`src/rtl/mem_port_arbiter.sv`:
```
// mem_port_arbiter
//   Shares one single-port word RAM between instruction fetch (I) and
//   load/store (D). It grants at most one request per cycle, drives the RAM
//   command from the winner, and returns the one-cycle-later read data to
//   the port that issued the read.
//
//   Default arbitration: D has priority. I is forced to win once it has lost
//   STARVE_LIMIT consecutive cycles while requesting.
//   Define MEM_ARB_RR_EN for round-robin arbitration. The starvation counter
//   is then unused and tied to 0.
//
// Ports
//   clk_cpu, reset          clock, synchronous active-high reset
//   if_req/if_adrs          fetch request and word-aligned byte address
//   if_gnt                  fetch granted this cycle (combinational)
//   if_rvalid/if_rdata      fetch response, rdata is 0 when not valid
//   d_req/d_we/d_adrs/
//   d_wdata/d_be            load/store request
//   d_gnt                   load/store granted this cycle (combinational)
//   d_rvalid/d_rdata        load response, rdata is 0 when not valid
//   mem_en/mem_we/mem_adrs/
//   mem_wdata/mem_be        RAM command, all zero when nothing is granted
//   mem_q                   RAM read data, valid the cycle after a read
module mem_port_arbiter #(
  parameter int unsigned STARVE_LIMIT = 4
) (
  input  logic        clk_cpu,
  input  logic        reset,
  input  logic        if_req,
  input  logic [31:0] if_adrs,
  output logic        if_gnt,
  output logic        if_rvalid,
  output logic [31:0] if_rdata,
  input  logic        d_req,
  input  logic        d_we,
  input  logic [31:0] d_adrs,
  input  logic [31:0] d_wdata,
  input  logic [3:0]  d_be,
  output logic        d_gnt,
  output logic        d_rvalid,
  output logic [31:0] d_rdata,
  output logic        mem_en,
  output logic        mem_we,
  output logic [31:0] mem_adrs,
  output logic [31:0] mem_wdata,
  output logic [3:0]  mem_be,
  input  logic [31:0] mem_q
);

  typedef enum logic [1:0] {
    IDLE = 2'd0,
    RD_I = 2'd1,
    RD_D = 2'd2
  } state_t;

  state_t     state, state_next;
  logic [3:0] starve_cnt;

`ifdef MEM_ARB_RR_EN
  // last_winner: 0 = I, 1 = D. On a conflict the other port wins.
  logic last_winner;

  always_comb begin
    if_gnt = 1'b0;
    d_gnt  = 1'b0;
    if (!reset) begin
      if (if_req && d_req) begin
        d_gnt  = ~last_winner;
        if_gnt = last_winner;
      end else begin
        if_gnt = if_req;
        d_gnt  = d_req;
      end
    end
  end

  always_ff @(posedge clk_cpu) begin
    if (reset) begin
      last_winner <= 1'b0;
    end else if (d_gnt) begin
      last_winner <= 1'b1;
    end else if (if_gnt) begin
      last_winner <= 1'b0;
    end
  end

  assign starve_cnt = '0;
`else
  logic force_i;

  assign force_i = if_req && (starve_cnt == 4'(STARVE_LIMIT));

  always_comb begin
    if_gnt = 1'b0;
    d_gnt  = 1'b0;
    if (!reset) begin
      d_gnt  = d_req && !force_i;
      if_gnt = if_req && !d_gnt;
    end
  end

  // Counts cycles in which I requests but D is granted. It never exceeds
  // STARVE_LIMIT, because I wins at the limit and that grant clears it.
  always_ff @(posedge clk_cpu) begin
    if (reset) begin
      starve_cnt <= '0;
    end else if (!if_req || if_gnt) begin
      starve_cnt <= '0;
    end else if (d_gnt) begin
      starve_cnt <= starve_cnt + 4'd1;
    end
  end
`endif

  // RAM command mux from the winner.
  always_comb begin
    mem_en    = 1'b0;
    mem_we    = 1'b0;
    mem_adrs  = '0;
    mem_wdata = '0;
    mem_be    = '0;
    if (if_gnt) begin
      mem_en   = 1'b1;
      mem_adrs = if_adrs;
      mem_be   = '1;
    end else if (d_gnt) begin
      mem_en    = 1'b1;
      mem_we    = d_we;
      mem_adrs  = d_adrs;
      mem_wdata = d_wdata;
      mem_be    = d_be;
    end
  end

  // Response FSM: records which port owns the read issued on this edge.
  always_ff @(posedge clk_cpu) begin
    if (reset) begin
      state <= IDLE;
    end else begin
      state <= state_next;
    end
  end

  always_comb begin
    state_next = IDLE;
    if (if_gnt) begin
      state_next = RD_I;
    end else if (d_gnt && !d_we) begin
      state_next = RD_D;
    end
  end

  // Reset masks a response that is still registered, so a read in flight
  // when reset arrives is dropped and never appears.
  assign if_rvalid = (state == RD_I) && !reset;
  assign d_rvalid  = (state == RD_D) && !reset;
  assign if_rdata  = if_rvalid ? mem_q : '0;
  assign d_rdata   = d_rvalid  ? mem_q : '0;

endmodule

```
`config.mk`:
```
export PLATFORM = sky130hd
export DESIGN_NAME = mem_port_arbiter
export DESIGN_NICKNAME = d
export VERILOG_FILES = /design/src/rtl/mem_port_arbiter.sv
export SDC_FILE = /design/constraint.sdc
export NUM_CORES = 1
export LEC_CHECK = 0
export CELL_PAD_IN_SITES_DETAIL_PLACEMENT = 1
export CELL_PAD_IN_SITES_GLOBAL_PLACEMENT = 2
export CORE_ASPECT_RATIO = 0.7
export CORE_MARGIN = 1
export CORE_UTILIZATION = 10
export DETAILED_ROUTE_END_ITERATION = 10
export HOLD_SLACK_MARGIN = 0.05
export PLACE_DENSITY = 0.95
export SLEW_MARGIN = 0
export SYNTH_ARGS = -nofsm -noshare
export SYNTH_HDL_FRONTEND = slang
export SYNTH_SLANG_ARGS = --single-unit
export TNS_END_PERCENT = 20
```
`constraint.sdc`:
```
create_clock -name clk_cpu -period 2.48 [get_ports clk_cpu]
set_clock_uncertainty 0.2 [all_clocks]
set_input_delay 0.496 -clock clk_cpu [delete_from_list [all_inputs] [get_ports clk_cpu]]
set_output_delay 0.496 -clock clk_cpu [all_outputs]
set_load 0.02 [all_outputs]
```
# Word level (Yosys, flattened, before mapping)
# Index checks and enable logic that the tools add are counted.
[totals]
regBits = 6
elab_cells = 37
inputBits = 137
[op_classes]
muxes = 16
n_eq_ne = 3
n_reduce_logical = 14
n_addsub = 1
[op_table]
columns = ["cell", "n"]
rows = [
  ["2-to-1 mux 32 bit", 6],
  ["2-to-1 mux 4 bit", 2],
  ["2-to-1 mux 1 bit", 7],
  ["logical AND 1 bit", 6],
  ["logical NOT 1 bit", 5],
  ["adder 4 x 1 -> 4 bit (second input constant)", 1],
  ["equality test 4 x 3 -> 1 bit (second input constant)", 1],
  ["OR reduction 2 bit", 2],
  ["equality test 2 x 1 -> 1 bit (second input constant)", 1],
  ["equality test 2 bit (second input constant)", 1],
  ["2-to-1 mux 2 bit", 1],
  ["logical OR 1 bit", 1],
]

# Logic depth before layout (Yosys ltp)
# Gate-level depths: netlist (run 1).
[depth]
word_depth = 9
ltp_mapped = 7
ltp_nobuf = 5

# Least setup slack after synthesis (run 1)
# No wires, ideal clock.
[synth_path]
path_type = "input to output"
from = "in reset"
to = "out d_rdata[22]"
stages = 4
path_buffers = 2
setup_slack_ns = 0.206
required_ns = 1.784
t_arrival_ns = 1.578
path_cell_list = "buf_2 > nor3b_2 > clkbuf_1 > and2_1"
[synth_via]
elab_chain_cells = 3
[synth_lines]
columns = ["item", "line_no", "source"]
rows = [
  ["from (decl)", "28", "input logic reset,"],
  ["logical NOT 1 bit", "156", "assign d_rvalid = (state == RD_D) && !reset;"],
  ["logical AND 1 bit", "156", ""],
  ["via d_rvalid", "40", "output logic d_rvalid,"],
  ["2-to-1 mux 32 bit", "158", "assign d_rdata = d_rvalid ? mem_q : '0;"],
  ["to (decl)", "41", "output logic [31:0] d_rdata,"],
]
# The timed path passes the listed nets, and every way through them passes these cells.

# Worst setup path in the final report (run 1)
[layout_path]
from = "in if_req"
to = "out mem_adrs[17]"
[layout_via]
elab_chain_cells = 7
word_cells_on_any_way = 9
[layout_lines]
columns = ["item", "line_no", "source"]
rows = [
  ["from (decl)", "29", "input logic if_req,"],
  ["logical AND 1 bit", "91", "assign force_i = if_req && (starve_cnt == 4'(STARVE_LIMIT));"],
  ["logical NOT 1 bit", "97", "d_gnt = d_req && !force_i;"],
  ["logical AND 1 bit", "97", ""],
  ["logical NOT 1 bit", "98", "if_gnt = if_req && !d_gnt;"],
  ["logical AND 1 bit", "98", ""],
  ["2-to-1 mux 1 bit", "96", "if (!reset) begin"],
  ["2-to-1 mux 32 bit (*)", "122", "if (if_gnt) begin"],
  ["to (decl)", "44", "output logic [31:0] mem_adrs,"],
]
# Mark *: on every way between the ends. The rest lies on a longest branch, timed or not.

==> qor.yml, run 1 <==
run_status:
  status: "complete, but fails checks"
  failed_checks: "DRC, setup timing"
layout:
  nNetsFinal: 615
  syn2layout_area_growth_pct: 243
  n_antenna_cell: 0
  layout-drive-gt1-share_pct: 41.1
synth:
  synth.avg_cell_area_sq_um: 7.06
  synth_xor_area_share_pct: 1.33
  yosys.area.top_type: "and2_1"
  async_flop_share_pct: 0
  netlist_area_sq_mm: 0.00131
  muxShareOfSynthArea_pct: 0
  synthCells: 186
  synth_edf_count: 0
  synth-seq-cells: 6
  ys_types: 20
  synth-simple-area-share_pct: 54.9
  synth_top_cell_area_share_pct: 46.2
  yosysSeqAreaShare_pct: 9.14
  synth_compound_area_share_pct: 24.7
  synth_top_family_by_area: "simple AND/OR/NAND/NOR gates"
  yosys_warnings: 0
  synth_nets: 325
  ys_top_cells_by_area: "and2_1, a22o_1, dfxtp_1"
  synth_fa_ha_area_share_pct: 1.90
  synthFlopType: "dfxtp_1"
route:
  first_pass_iters: 8
  ant_nets: 0
  drc: 12
  wirelength_mm: 11.2
  drt_iter0_markers: 85
  avgRoutedWirePerCell_microns: 17.6
  vias_per_cell: 3.91
  num_vias: 2484
placement:
  place_congestion: 0.829
  port_buffers: 274
  place_hpwl_mm: 8.26
  dp_slack_ns: -0.759
clock_network:
  clkTransAtPathRegs_ns: 0.03
  cts_made_buffers: 3
  clkSinkCount: 6
  clockBufferDepth: 2
  clock-root-buffer: "clkbuf_16"
  cts_max_level: 1
  hold_buffers: 0
  insertion_delay_ns: 0.23
  cts_tree: "built"
global_routing:
  first_global_vias: 2706
  grt_pass1_wl_mm: 16.0
  grt_max_degree: 35
  antenna_found_initial: 0
  grtUsageTotal_pct: 15.1
  grt-ovfl-total: 0
power_and_ir_drop:
  switching_share_pct: 31.1
  power_switching_w: 0.000321
  ir_worst_vdd_mv: 0.191
  combPwrFrac_pct: 65.1
  clkPwrFrac_pct: 25.1
  intPower_w: 0.000713
  power_w: 0.00103
  leakagePower_nw: 2.10
  p_seq_share_pct: 9.8
  power-per-cell-area_mw_per_mm2: 230
sta:
  setup_slack_ns: -0.153
  period_share_pct: 106
  setup_violations: 34
  slew_headroom_pct: 76.1
  finalHoldViolCount: 0
  fin_crit_ns: 2.63
  tightest_slew_ns: 0.358
  fmax_ghz: 0.380
  grt_setup_unrepaired: "true"
  slew_violations: 0
floorplan:
  core_area_sq_mm: 0.0126
  num_io_pins: 275
  start_util_pct: 10.4
  dieArea_sq_mm: 0.0136
  row_count: 34
  dieHeight_microns: 97.9
  die_w_microns: 139
setup_path:
  arrival_ns: 1.94
  critical_path_class: "input pin to output pin"
  end_kind: "output pin"
  cp.required_ns: 1.78
  critPathMaxFanout: 8
  start_kind: "input pin"
  r2r_setup_slack_ns: 0.62
flow_run:
  cap_violations: 0
worst_hold_path:
  hp-class: "register to register"
## flip-flops by register name, indices dropped and copies added, names as in the netlist
register,count
state,2
starve_cnt,4
## path summary, 6_finish.rpt
kind                                                 start                          to  cells past startpoint
worst min register to register  starve_cnt[0]$_SDFFE_PP0P_  starve_cnt[0]$_SDFFE_PP0P_                      2
worst max register to register  starve_cnt[1]$_SDFFE_PP0P_         state[1]$_SDFF_PP0_                      9
worst max-delay path                                if_req                mem_adrs[17]                      8
worst min-delay path            starve_cnt[0]$_SDFFE_PP0P_  starve_cnt[0]$_SDFFE_PP0P_                      2
## power by group through the flow
stage / Combinational (W) / Sequential, W / Clock [W]
final: 0.000673 / 0.000101 / 0.000260
after detailed placement: 0.000607 / 0.000102 / 0
after global placement: 0.000591 / 0.000102 / 0
after floorplan: 0.000200 / 0.000102 / 0
after CTS: 0.000651 / 0.000101 / 0.000270
after global routing: 0.000707 / 0.000101 / 0.000282
## layer usage
metal	GRT usage, %	vias up	part of all wire [%]
met5	0	-	0
met4	1.62	0	0
met3	2.11	0	5.0
met2	30.3	78	55
met1	17.3	1205	40
li1	-	1201	-
## synthesized netlist by cell type, types with 2 or more instances
master,instances
dfxtp_1,6
o21a_1,2
buf_4,3
a22o_1,32
ha_1,2
nand2_1,5
nor2b_1,2
buf_2,7
nor2_1,7
nor3b_2,3
inv_1,4
a21oi_1,4
and2_1,97
clkbuf_1,6
## logic make-up (layout without fill, tap and decap cells)
| family | Yosys count | in the layout |
|---|---|---|
| AND/OR/NAND/NOR | 116 | 116 |
| AO/OA/AOI/OAI | 39 | 39 |
| buffers and inverters | 21 | 309 |
| flip-flops | 6 | 6 |
| adder cells (fa/ha/maj) | 2 | 2 |
| XOR/XNOR | 2 | 2 |
## through the flow
step                      setup TNS, ns  instances  area [sq um]  hold WS [ns]  util [%]
final                             -2.36        636          4500         0.324      35.8
after detailed placement         -83.43        618          4320         0.337      34.3
after CTS                         -4.26        637          4620         0.327      36.7
after global placement           -78.31        618          4320         0.303      34.3
after global routing              -5.67        636          4500         0.346      35.8
after floorplan                       0        186          1310         0.230         -
## area by class of cell
cell class / count / area [sq um]
clock buffer: 3 / 75.1
fill: 1483 / 8090
inverter: 4 / 15.0
multi-input combinational: 159 / 1180
sequential: 6 / 123
tap: 162 / 203
timing repair buffer: 302 / 2910
## layout by cell type, fill, tap and decap left out, drive strengths merged, types with 3 or more instances in the layout
cell           count
a22o              32
buf               94
a21oi              4
and2              97
clkdlybuf4s50    133
nand2              5
inv                4
nor3b              3
dlygate4sd2        6
clkdlybuf4s15      8
clkbuf            63
dfxtp              6
nor2               7
## critical path, stage by stage
cell and delay, ns:
dlygate4sd2_1 0.24, and4b_4 0.22, buf_6 0.12, o21a_4 0.23
buf_12 0.14, buf_16 0.14, a22o_1 0.20, buf_6 0.14
## repair_timing
item                                    4_1_cts  5_1_grt
setup buffers                                10        0
endpoints found under the setup margin      138      136
gates resized for setup                     493      147
pin swaps                                    12       29
gates cloned                                  6        1
Note: power is estimated with default switching activity, not from simulation.
==> run 2, diff against run 1 <==
==> constraint.sdc (replaced) <==
create_clock -name clk_cpu -period 3.3 [get_ports clk_cpu]
set_clock_uncertainty 0.2 [all_clocks]
set_input_delay 0.66 -clock clk_cpu [delete_from_list [all_inputs] [get_ports clk_cpu]]
set_output_delay 0.66 -clock clk_cpu [all_outputs]
set_load 0.02 [all_outputs]
==> run 2 against run 1 <==
  * The flow finishes with violations (DRC)
  * Non-clock buffer count is 19 lower
  * Routed wire length shrank 16%
  * Utilization fell by 1.6 points
  * First-iteration DRC count shrank 1.2%
  * Final area down 4.5%
  * Cell count shrank 3.0%
  * Clock power fell by 25%
  * Largest power group unchanged
  * Hold slack worse by 0.062 ns
  * Critical path type unchanged
  * Clock-buffer cell count unchanged
==> qor.yml, run 2 (synthesized netlist as in run 1, its figures left out) <==
layout:
  reg_top3: "starve_cnt: 4 flops, state: 2 flops"  # unchanged
  final_common_cell: "clkdlybuf4s50_1"  # unchanged
  instances_no_fill: 617  # was 636
  layout-drive-gt1-share_pct: 3.74  # was 41.1%
  nNetsFinal: 596  # was 615
  syn2layout_area_growth_pct: 227  # was 243%
  fillers: 1488  # was 1,483
  largest_reg_flops: 4  # unchanged
  fin_util_pct: 34.2  # was 35.8%
  mostFrequentLayoutCells: "clkdlybuf4s50_1, and2_1, dlygate4sd2_1"  # was clkdlybuf4s50_1, and2_1, buf_6
  n_antenna_cell: 0  # unchanged
  regMostFlops: "starve_cnt"  # unchanged
sta:
  fmax_ghz: 0.309
  period_share_pct: 98.2
  tightest_slew_ns: 0.381  # was 0.358 ns
  grt_setup_unrepaired: "false"  # was true
  finalHoldViolCount: 0  # unchanged
  slew_headroom_pct: 74.5  # was 76.1%
  setup_violations: 0  # was 34
  slew_violations: 0  # unchanged
  fin_crit_ns: 3.24
route:
  drc: 12  # unchanged
  wirelength_mm: 9.45  # was 11.2 mm
  first_pass_iters: 7  # was 8
  vias_per_cell: 3.83  # was 3.91
  drt_iter0_markers: 84  # was 85
  ant_nets: 0  # unchanged
  num_vias: 2366  # was 2,484
  avgRoutedWirePerCell_microns: 15.3  # was 17.6 microns
clock_network:
  clkTransAtPathRegs_ns: 0.03  # about the same
  clock-root-buffer: "clkbuf_16"  # unchanged
  cts_made_buffers: 3  # unchanged
  cts_tree: "built"  # unchanged
  cts_max_level: 1  # unchanged
  insertion_delay_ns: 0.23  # about the same
  clockBufferDepth: 2  # unchanged
  clkSinkCount: 6  # unchanged
  post_cts_buffers: 0  # was 10
flow_run:
  cap_violations: 0  # unchanged
global_routing:
  grtUsageTotal_pct: 13.4  # was 15.1%
  grt_max_degree: 68  # was 35
  gr-max-usage-layer: "met2"  # unchanged
  grt_pass1_wl_mm: 14.5  # was 16.0 mm
  grtUsageMet2_pct: 25.9  # was 30.3%
  first_global_vias: 2520  # was 2,706
  use_met1_pct: 15.8  # was 17.3%
  antenna_found_initial: 0  # unchanged
  use_met3_pct: 2.50  # was 2.11%
  grt-ovfl-total: 0  # unchanged
worst_hold_path:
  hp-class: "register to register"  # unchanged
setup_path:
  end_kind: "output pin"  # unchanged
  critical_path_class: "input pin to output pin"  # unchanged
  arrival_ns: 2.38  # was 1.94 ns
  start_kind: "input pin"  # unchanged
  critPathMaxFanout: 33  # was 8
  cp.required_ns: 2.44  # was 1.78 ns
power_and_ir_drop:
  leakagePower_nw: 1.84  # was 2.10 nW
  power_w: 0.000694  # was 0.00103 W
  ir_worst_vdd_mv: 0.155  # was 0.191 mV
  power-per-cell-area_mw_per_mm2: 161  # was 230 mW/mm^2
floorplan:
  num_io_pins: 275  # unchanged
  start_util_pct: 10.4  # unchanged
  dieHeight_microns: 97.9  # unchanged
  core_area_sq_mm: 0.0126  # unchanged
  dieArea_sq_mm: 0.0136  # unchanged
  die_w_microns: 139  # unchanged
  row_count: 34  # unchanged
run_status:
  failed_checks: "DRC"  # was DRC, setup timing
  status: "complete, but fails checks"  # unchanged
placement:
  placed_cells: 614  # was 618
  place_hpwl_mm: 8.15  # was 8.26 mm
  port_buffers: 274  # unchanged
  place_congestion: 0.824  # was 0.829
-- run 2: layout make-up --
class	count	area [sq um]	share of cell area [%]
Timing Repair Buffer	283	2800	65.0
Multi-Input combinational cell	159	1090	25.4
Tap cell	162	203	4.71
Inverter	4	15.0	0.349
Clock buffer	3	75.1	1.75
Sequential cell	6	120	2.79
-- run 2: path summary, 6_finish.rpt --
path,endpoint,startpoint,cells past startpoint,slack [ns]
hold reg to reg,starve_cnt[0]$_SDFFE_PP0P_,starve_cnt[0]$_SDFFE_PP0P_,1,0.26
setup reg to reg,state[1]$_SDFF_PP0_,starve_cnt[0]$_SDFFE_PP0P_,6,1.49
hold / removal,starve_cnt[0]$_SDFFE_PP0P_,starve_cnt[0]$_SDFFE_PP0P_,1,0.26
setup / recovery,mem_adrs[18],if_req,7,0.06
-- run 2: metrics by stage --
| step | setup slack (ns) | setup TNS (ns) | area (sq um) | hold WS [ns] |
|---|---|---|---|---|
| global route | 0.000981 | 0 | 4300 | 0.305 |
| detailed placement | -0.250 | -17.35 | 4290 | 0.254 |
| finish | 0.0605 | 0 | 4300 | 0.262 |
| CTS | 0.0173 | 0 | 4280 | 0.268 |
| floorplan | 0.698 | 0 | 1310 | 0.230 |
| global placement | -0.207 | -11.28 | 4290 | 0.243 |
-- run 2: timing repair --
item | in CTS | in global routing
setup endpoints to repair | 135 | 24
hold buffers | 0 | 0
hold endpoints to repair | 0 | 0
gates resized for setup | 72 | 25
-- run 2: worst max-delay path, stage by stage --
cell	delay [ns]
clkdlybuf4s50_1	0.48
buf_4	0.12
nor2b_1	0.19
o21a_1	0.21
buf_12	0.21
a22o_1	0.14
dlygate4sd2_1	0.35
-- run 2: routing by layer --
| metal | vias to the layer above | part of all wire (%) |
|---|---|---|
| li1 | 1160 | - |
| met1 | 1126 | 40 |
| met2 | 76 | 55 |
| met3 | 4 | 5.2 |
| met4 | 0 | 0.31 |
| met5 | - | 0 |
-- run 2: report_power, final --
group	total [W]	internal, W	leakage, nW	switching, W
Combinational	0.000423	0.000251	1.76	0.000172
Sequential	0.0000759	0.0000746	0.0488	0.00000121
Clock	0.000195	0.000155	0.0370	0.0000392
Total	0.000694	0.000481	1.84	0.000212
